--- src/rtl/ss_signed_sng.sv ---
// Signed stochastic number generator.
// Turns N sign-magnitude operands into per-channel (OUT, SIGN) bitstreams.
// Each frame lasts 2^WIDTH-1 cycles and replays the LFSR from SEED. Channel i
// compares its magnitude against a channel-specific rotation of the shared
// LFSR, which decorrelates the channel streams.
// A one-deep pending buffer lets the next operand start with no idle cycle.
module ss_signed_sng #(
    parameter int unsigned             N        = 2,
    parameter int unsigned             WIDTH    = 8,
    parameter logic [WIDTH-1:0]        TAPS     = 8'hB8,
    parameter logic [WIDTH-1:0]        SEED     = 8'd1,
    parameter int unsigned             ROT_STEP = 3
) (
    input  logic                 CLK,
    input  logic                 INIT,
    input  logic                 LOAD,
    input  logic [N*WIDTH-1:0]   MAG,
    input  logic [N-1:0]         SGN,
    output logic                 READY,
    output logic                 VALID,
    output logic                 FRAME_START,
    output logic                 DONE,
    output logic [N-1:0]         OUT,
    output logic [N-1:0]         SIGN
);

    localparam logic [0:0] IDLE = 1'b0;
    localparam logic [0:0] RUN  = 1'b1;

    localparam logic [WIDTH-1:0] LAST   = '1;
    localparam logic [WIDTH-1:0] PENULT = LAST - 1'b1;

    logic [0:0]          state;
    logic [WIDTH-1:0]    lfsr;
    logic [WIDTH-1:0]    cnt;
    logic [N*WIDTH-1:0]  act_mag;
    logic                pend;
    logic [N*WIDTH-1:0]  pend_mag;
    logic [N-1:0]        pend_sgn;

    logic                at_end;
    logic                use_pend;
    logic                start;
    logic                to_pend;
    logic [N*WIDTH-1:0]  new_mag;
    logic [N-1:0]        new_sgn;
    logic [WIDTH-1:0]    cmp_lfsr;
    logic [N*WIDTH-1:0]  cmp_mag;
    logic [WIDTH-1:0]    lfsr_next;
    logic [N-1:0]        out_next;
    logic [N-1:0]        sign_next;

    assign READY = (state == IDLE) || !pend;

    // Frame control decode; a frame start evaluates the comparator on SEED and
    // the incoming operand so the first frame cycle needs no extra register stage.
    always_comb begin
        at_end    = (state == RUN) && (cnt == LAST);
        use_pend  = at_end && pend;
        start     = ((state == IDLE) && LOAD) || (at_end && (pend || LOAD));
        to_pend   = (state == RUN) && !at_end && LOAD && !pend;
        new_mag   = use_pend ? pend_mag : MAG;
        new_sgn   = use_pend ? pend_sgn : SGN;
        cmp_lfsr  = start ? SEED : lfsr;
        cmp_mag   = start ? new_mag : act_mag;
        lfsr_next = {cmp_lfsr[WIDTH-2:0], ^(cmp_lfsr & TAPS)};
    end

    for (genvar i = 0; i < N; i++) begin : g_ch
        localparam int unsigned SH = (i * ROT_STEP) % WIDTH;
        logic [2*WIDTH-1:0] dbl;
        assign dbl          = {cmp_lfsr, cmp_lfsr};
        assign out_next[i]  = dbl[2*WIDTH-1-SH -: WIDTH] <= cmp_mag[i*WIDTH +: WIDTH];
        assign sign_next[i] = new_sgn[i] & (|new_mag[i*WIDTH +: WIDTH]);
    end

    // Frame sequencer: state, LFSR, cycle counter and the registered stream outputs.
    always_ff @(posedge CLK) begin
        if (INIT) begin
            state       <= IDLE;
            lfsr        <= SEED;
            cnt         <= '0;
            act_mag     <= '0;
            VALID       <= 1'b0;
            FRAME_START <= 1'b0;
            DONE        <= 1'b0;
            OUT         <= '0;
            SIGN        <= '0;
        end else if (start) begin
            state       <= RUN;
            act_mag     <= new_mag;
            lfsr        <= lfsr_next;
            cnt         <= {{(WIDTH-1){1'b0}}, 1'b1};
            VALID       <= 1'b1;
            FRAME_START <= 1'b1;
            DONE        <= 1'b0;
            OUT         <= out_next;
            SIGN        <= sign_next;
        end else if ((state == RUN) && !at_end) begin
            lfsr        <= lfsr_next;
            cnt         <= cnt + 1'b1;
            FRAME_START <= 1'b0;
            DONE        <= (cnt == PENULT);
            OUT         <= out_next;
        end else if (at_end) begin
            state       <= IDLE;
            lfsr        <= SEED;
            cnt         <= '0;
            VALID       <= 1'b0;
            FRAME_START <= 1'b0;
            DONE        <= 1'b0;
            OUT         <= '0;
            SIGN        <= '0;
        end
    end

    // Pending buffer: holds one accepted operand until the current frame ends.
    always_ff @(posedge CLK) begin
        if (INIT) begin
            pend     <= 1'b0;
            pend_mag <= '0;
            pend_sgn <= '0;
        end else if (use_pend) begin
            pend     <= 1'b0;
        end else if (to_pend) begin
            pend     <= 1'b1;
            pend_mag <= MAG;
            pend_sgn <= SGN;
        end
    end

endmodule

--- config.mk ---
export PLATFORM = sky130hd
export DESIGN_NAME = ss_signed_sng
export DESIGN_NICKNAME = d
export VERILOG_FILES = /design/src/rtl/ss_signed_sng.sv
export SDC_FILE = /design/constraint.sdc
export NUM_CORES = 1
export LEC_CHECK = 0
export CORE_ASPECT_RATIO = 0.75
export CORE_MARGIN = 2
export CORE_UTILIZATION = 50
export DETAILED_ROUTE_END_ITERATION = 10
export PLACE_DENSITY_LB_ADDON = 0.12
export SYNTH_ARGS = -nofsm -noshare
export SYNTH_HDL_FRONTEND = slang
export SYNTH_SLANG_ARGS = --single-unit
--- constraint.sdc ---
create_clock -name CLK -period 3.7 [get_ports CLK]
set_input_delay 0.74 -clock CLK [delete_from_list [all_inputs] [get_ports CLK]]
set_output_delay 0.74 -clock CLK [all_outputs]
set_load 0.05 [all_outputs]
# --- Yosys cells after proc, flatten, opt, wreduce, memory -nomap -nowiden ---
# Cells that the tools add are included.
op_classes:
  n_addsub: 1
  n_lt_le_gt_ge: 2
  eq_ne: 3
  n_mux: 21
  n_bitwise: 4
  n_reduce_logical: 22
op_table:
  columns: ["cell", "n"]
  rows:
  - ["8-bit two-way mux", 6]
  - ["16-bit two-way mux", 2]
  - ["8-bit == test (second input constant)", 2]
  - ["8-bit less-or-equal comparator", 2]
  - ["8-bit OR reduction", 2]
  - ["2-bit two-way mux", 6]
  - ["8-bit by 1-bit adder with 8-bit output (second input constant)", 1]
  - ["8-bit XOR reduction", 1]
  - ["1-bit logical AND", 7]
  - ["1-bit two-way mux", 7]
  - ["2-bit AND reduction", 2]
  - ["2-bit nonzero test", 2]
  - ["2-bit OR reduction", 2]
  - ["1-bit logical OR", 3]
  - ["3-bit nonzero test", 1]
  - ["1-bit AND", 2]
  - ["1-bit logical NOT", 2]
  - ["2-bit inequality test (second input constant)", 1]
  - ["1-bit inverter", 2]
totals:
  register_bits: 58
  output_inout_bits: 8

# --- Depth between registers and ports, before layout ---
logic_depth:
  depth_word: 8
  mapped_depth: 15
  mapped_depth_nobuf: 13

# --- Worst setup path after synthesis ---
# No wires, ideal clock.
synth_timing:
  kind: "reg2reg"
  startpoint: "register state"
  endpoint: "register OUT[1]"
  arrival_ps: 3546
  path_slack_ps: 68
  stages_incl_launch_ff: 14
  path_buffers: 1
  period_less_slack_ps: 3632
  path_cell_list: "dfxtp_1 -> nand2_1 -> nor3_1 -> buf_2 -> nand2_1 -> a21oi_1 -> a21oi_1 -> ha_1 -> a21o_1 -> a21o_1 -> a21oi_1 -> nor2b_1 -> a2111o_1 -> a211oi_1"
synth_via:
  elab_chain_len: 7
  elab_cells_between_ends: 15
  classes_between: "order compare: 1; mux: 5; bitwise: 1; reduce/logical: 8"
synth_lines:
  columns: ["element", "line", "source"]
  rows:
  - ["from (decl)", "33", "logic [0:0] state;"]
  - ["from (signal assigned)", "80", "state <= IDLE;"]
  - ["from (signal assigned)", "90", "state <= RUN;"]
  - ["from (signal assigned)", "106", "state <= IDLE;"]
  - ["1-bit logical AND / 1-bit inverter (equally long branches)", "58, 60", null]
  - ["1-bit logical AND (on tied branches)", "59, 60", null]
  - ["16-bit two-way mux / 1-bit logical OR (equally long branches)", "62, 60", null]
  - ["16-bit two-way mux / 8-bit two-way mux (equally long branches)", null, null]
  - ["8-bit less-or-equal comparator", "73", "assign out_next[i] = dbl[2*WIDTH-1-SH -: WIDTH] <= cmp_mag[i*WIDTH +: WIDTH];"]
  - ["2-bit two-way mux", "99", "end else if ((state == RUN) && !at_end) begin"]
  - ["2-bit two-way mux", "89", "end else if (start) begin"]
  - ["to (signal assigned)", "97", "OUT <= out_next;"]
  - ["to (signal assigned)", "104", "OUT <= out_next;"]
  - ["to (decl)", "23", "output logic [N-1:0] OUT,"]
# Parallel ways exist; a longest one is shown, timed or not.
# A chain may end at the register's enable or synchronous reset.

# --- Worst setup path in the final report ---
layout_timing:
  startpoint: "register cnt[1]"
  endpoint: "register OUT[0]"
layout_via:
  elab_chain_len: 8
  elab_cells_between_ends: 14
  classes_between: "order compare: 1; eq/ne: 1; mux: 5; reduce/logical: 7"
layout_lines:
  columns: ["element", "line", "source"]
  rows:
  - ["from (decl)", "35", "logic [WIDTH-1:0] cnt;"]
  - ["from (signal assigned)", "93", "cnt <= {{(WIDTH-1){1'b0}}, 1'b1};"]
  - ["from (signal assigned)", "101", "cnt <= cnt + 1'b1;"]
  - ["8-bit == test (*)", "58", "at_end = (state == RUN) && (cnt == LAST);"]
  - ["1-bit logical AND (*)", "58", null]
  - ["1-bit logical AND (on tied branches)", "59, 60", null]
  - ["16-bit two-way mux / 1-bit logical OR (equally long branches)", "62, 60", null]
  - ["16-bit two-way mux / 8-bit two-way mux (equally long branches)", null, null]
  - ["8-bit less-or-equal comparator", "73", null]
  - ["2-bit two-way mux", "99", null]
  - ["2-bit two-way mux", "89", null]
# Every way passes the cells marked *; elsewhere a longest branch is shown, timed or not.

==> impl_results.md <==
- Status: complete, no violations
- Routed Antenna Nets: 0
- Most frequent cells in the layout: dfxtp_1, nand2_1, nor2_1
- Startpoint Class: flip-flop
- Mapped cell area: 2920 µm²
- Layout Cells excl Fill: 466
- # diodes: 0
- Worst hold stages: 2
- Total power: 1.53 mW
- Hold slack final: 0.474 ns
- Cell chain of the critical path: ha_1, nand3_1, or3_1, nand2_1, a21oi_1, a21oi_1, ha_1, a21o_1, a21o_1, a21o_1, a221oi_2, o31ai_1, a211oi_1
- Worst Hold Launch: FRAME_START
- Num CTS Buffers: 9
- DR pass1 iterations: 5
- Endpoint of the worst register-to-register path: OUT[0]
- Tightest Pin Transition: 1.07 ns
- Grt ovf: 0
- Pwr per Cell Area: 438 nW/µm²
- H-tree levels: 3
- Synth top area share: 39.8%
- Crit path buf inv count: 0
- Vias in the first global route: 2353
- Max cap viols: 0
- Reg2Reg Setup Slack: 0.30 ns
- Synth Warn #: 0
- Synth unique cells: 47
- Final Max Slew Viols: 0
- Cell repeated most along the worst path: a21o_1
- RSZ-0062 raised after global routing: false
- Sequential cell area fraction in the yosys report: 39.8%
- Post-cts sizing count: 0
- Worst path required time: 3.94 ns
- Total Routing Usage GR: 23.5%
- Total core area: 5740 µm²
- Setup TNS: 0 ns
- Top-level I/O count: 29
- Area growth syn-to-layout: 19.7%
- Port Buffer Count: 28
- Initial antenna violation count: 0
- Setup crit end kind: flip-flop
- Post-DP HPWL: 5.10 mm
- First-pass GRT wire length: 11.7 mm
- Largest net degree at the start of global routing: 59
- RR Startpoint: cnt[1]
- Post-synthesis register bit count: 58
- Fill count: 518
- Die height: 70.2 µm
- Slowest stage cell, crit path: or3_1
- Placement Setup Slack: 0.265 ns
- WL/cell: 15.1 µm
- Post-synth EDFFs: 0
- Rows: 24
- Final Setup Violations: 0
- Final period util: 91.8%
- CP arrival: 3.64 ns
- Area contributors post-synth: dfxtp_1, a21oi_1, ha_1, mux2i_1, nand2_1
- CP max FO: 18
- Post-synthesis cell count: 353
- Headroom to the max-slew limit: 28.5%
- Gpl congestion: 0.857
- Die Width: 92.2 µm
- CTS tree: done
- Worst min-delay path class: flip-flop to flip-flop
- Yosys top cell by area: dfxtp_1
- Remaining DRCs: 0
- Hold Path Sink: FRAME_START
- Worst VDD drop: 0.000194 V
- FF-to-FF path depth: 13
- Fin. Hold Viols: 0
- Placement Cell Area: 3290 µm²
- Fin Clk Skew: 0.0124 ns
- Most common cell after layout, fill and taps aside: dfxtp_1
- Fmax: 0.294 GHz
- Inst Count DP: 450
- Cts hold-fix bufs: 0
- Post-layout min period: 3.40 ns
- Vias per cell: 5.57
- Starting Density: 50.9%
- Clock Root Buffer: clkbuf_8
- Syn_area_per_cell: 8.27 µm²
- Ys flop type: dfxtp_1
- Critical path class: flip-flop to flip-flop
- Worst-path clk slew: 0.07 ns
- Final Instance Area: 3490 µm²
- Die ar.: 6470 µm²
- Worst Slack Setup Final: 0.303 ns
- Delay-heaviest family, CP: compound AO/OA/AOI/OAI gates
- Fin util: 60.9%
- FFs w/ async S/R, synth: 0%
- DRT iter0 DRCs: 163
- Via count: 2594
- Crit path largest cell delay: 0.71 ns
- Syn_nets: 390
- Sink Count: 58
- Final WL: 7.05 mm
- Share of layout cells above drive strength 1: 8.25%
- Worst-skew pair later-pin latency: 0.34 ns
- Max clock buf depth: 2
- Final nets: 420
- Pleak: 1.52 nW
- # Post-CTS Setup Buffers: 0
==> how the worst max path moves through the flow <==
stage / start / to / slack (ns) / depth (start not counted)
after floorplan: state / OUT[1] / 0.07 / 13
after global placement: LOAD / OUT[1] / 0.30 / 13
after detailed placement: LOAD / OUT[0] / 0.26 / 13
after CTS: cnt[1] / OUT[0] / 0.30 / 13
after global routing: cnt[0] / OUT[0] / 0.05 / 13
final: cnt[1] / OUT[0] / 0.30 / 13
==> layout make-up <==
type	instances	area, µm²	area share [%]
clock inverters	5	52.6	1.50
multi-input cells	269	1640	47.0
inverters	7	26.3	0.752
repair buffers	38	363	10.4
flip-flops and latches	58	1160	33.2
clock buffers	11	151	4.33
well taps	78	97.6	2.79
==> cells in the mapped netlist, types with 2 or more instances <==
cell type,instances
dfxtp_1,58
nand2_1,46
nor2_1,46
a21oi_1,42
mux2i_1,18
ha_1,16
clkbuf_1,12
nor3_1,12
nand3_1,10
nor4_1,8
and2_1,7
inv_1,7
o21ai_0,7
a21o_1,6
a22oi_1,6
nor2b_1,5
xnor2_1,5
a211oi_1,3
a31oi_1,3
and3_1,3
xor2_1,3
buf_1,2
buf_2,2
buf_4,2
o31ai_1,2
==> worst register-to-register path, cell delays in order, from the launching register on <==
cell      delay, ns
dfxtp_1        0.37
ha_1           0.24
nand3_1        0.20
or3_1          0.71
nand2_1        0.17
a21oi_1        0.08
a21oi_1        0.19
ha_1           0.28
a21o_1         0.18
a21o_1         0.16
a21o_1         0.17
a221oi_2       0.20
o31ai_1        0.10
a211oi_1       0.23
==> registers in the layout, summed over array words and instances, names as in the netlist <==
name and count:
pend_sgn 2, pend 1, DONE 1, lfsr 8, state 1, cnt 8, FRAME_START 1, OUT 2
act_mag 16, SIGN 2, pend_mag 16
==> kinds of logic (layout without fill, tap and decap cells) <==
group	Yosys count	after routing	synth area share, %
buffers and inverters	26	61	3.95
AOI/OAI and AO/OA	81	81	17.7
and+or+nand+nor	146	146	23.2
xor gates and xnor gates	8	8	2.40
muxes	18	18	6.17
DFF	58	58	39.8
adders and majority gates	16	16	6.86
==> report_power, final <==
part / internal (mW) / leakage (nW) / switching (mW)
logic: 0.107 / 0.941 / 0.147
clock network: 0.344 / 0.105 / 0.255
registers: 0.656 / 0.474 / 0.0205
==> metal layers <==
layer  wire, µm  vias up  track usage, %
met5          0        -               0
met4         86        0            8.96
met3        437        8            6.47
met2       2910       69            32.5
met1       3610     1218            34.6
li1           -     1299               -
No activity file was read; power rests on OpenSTA's default activity.
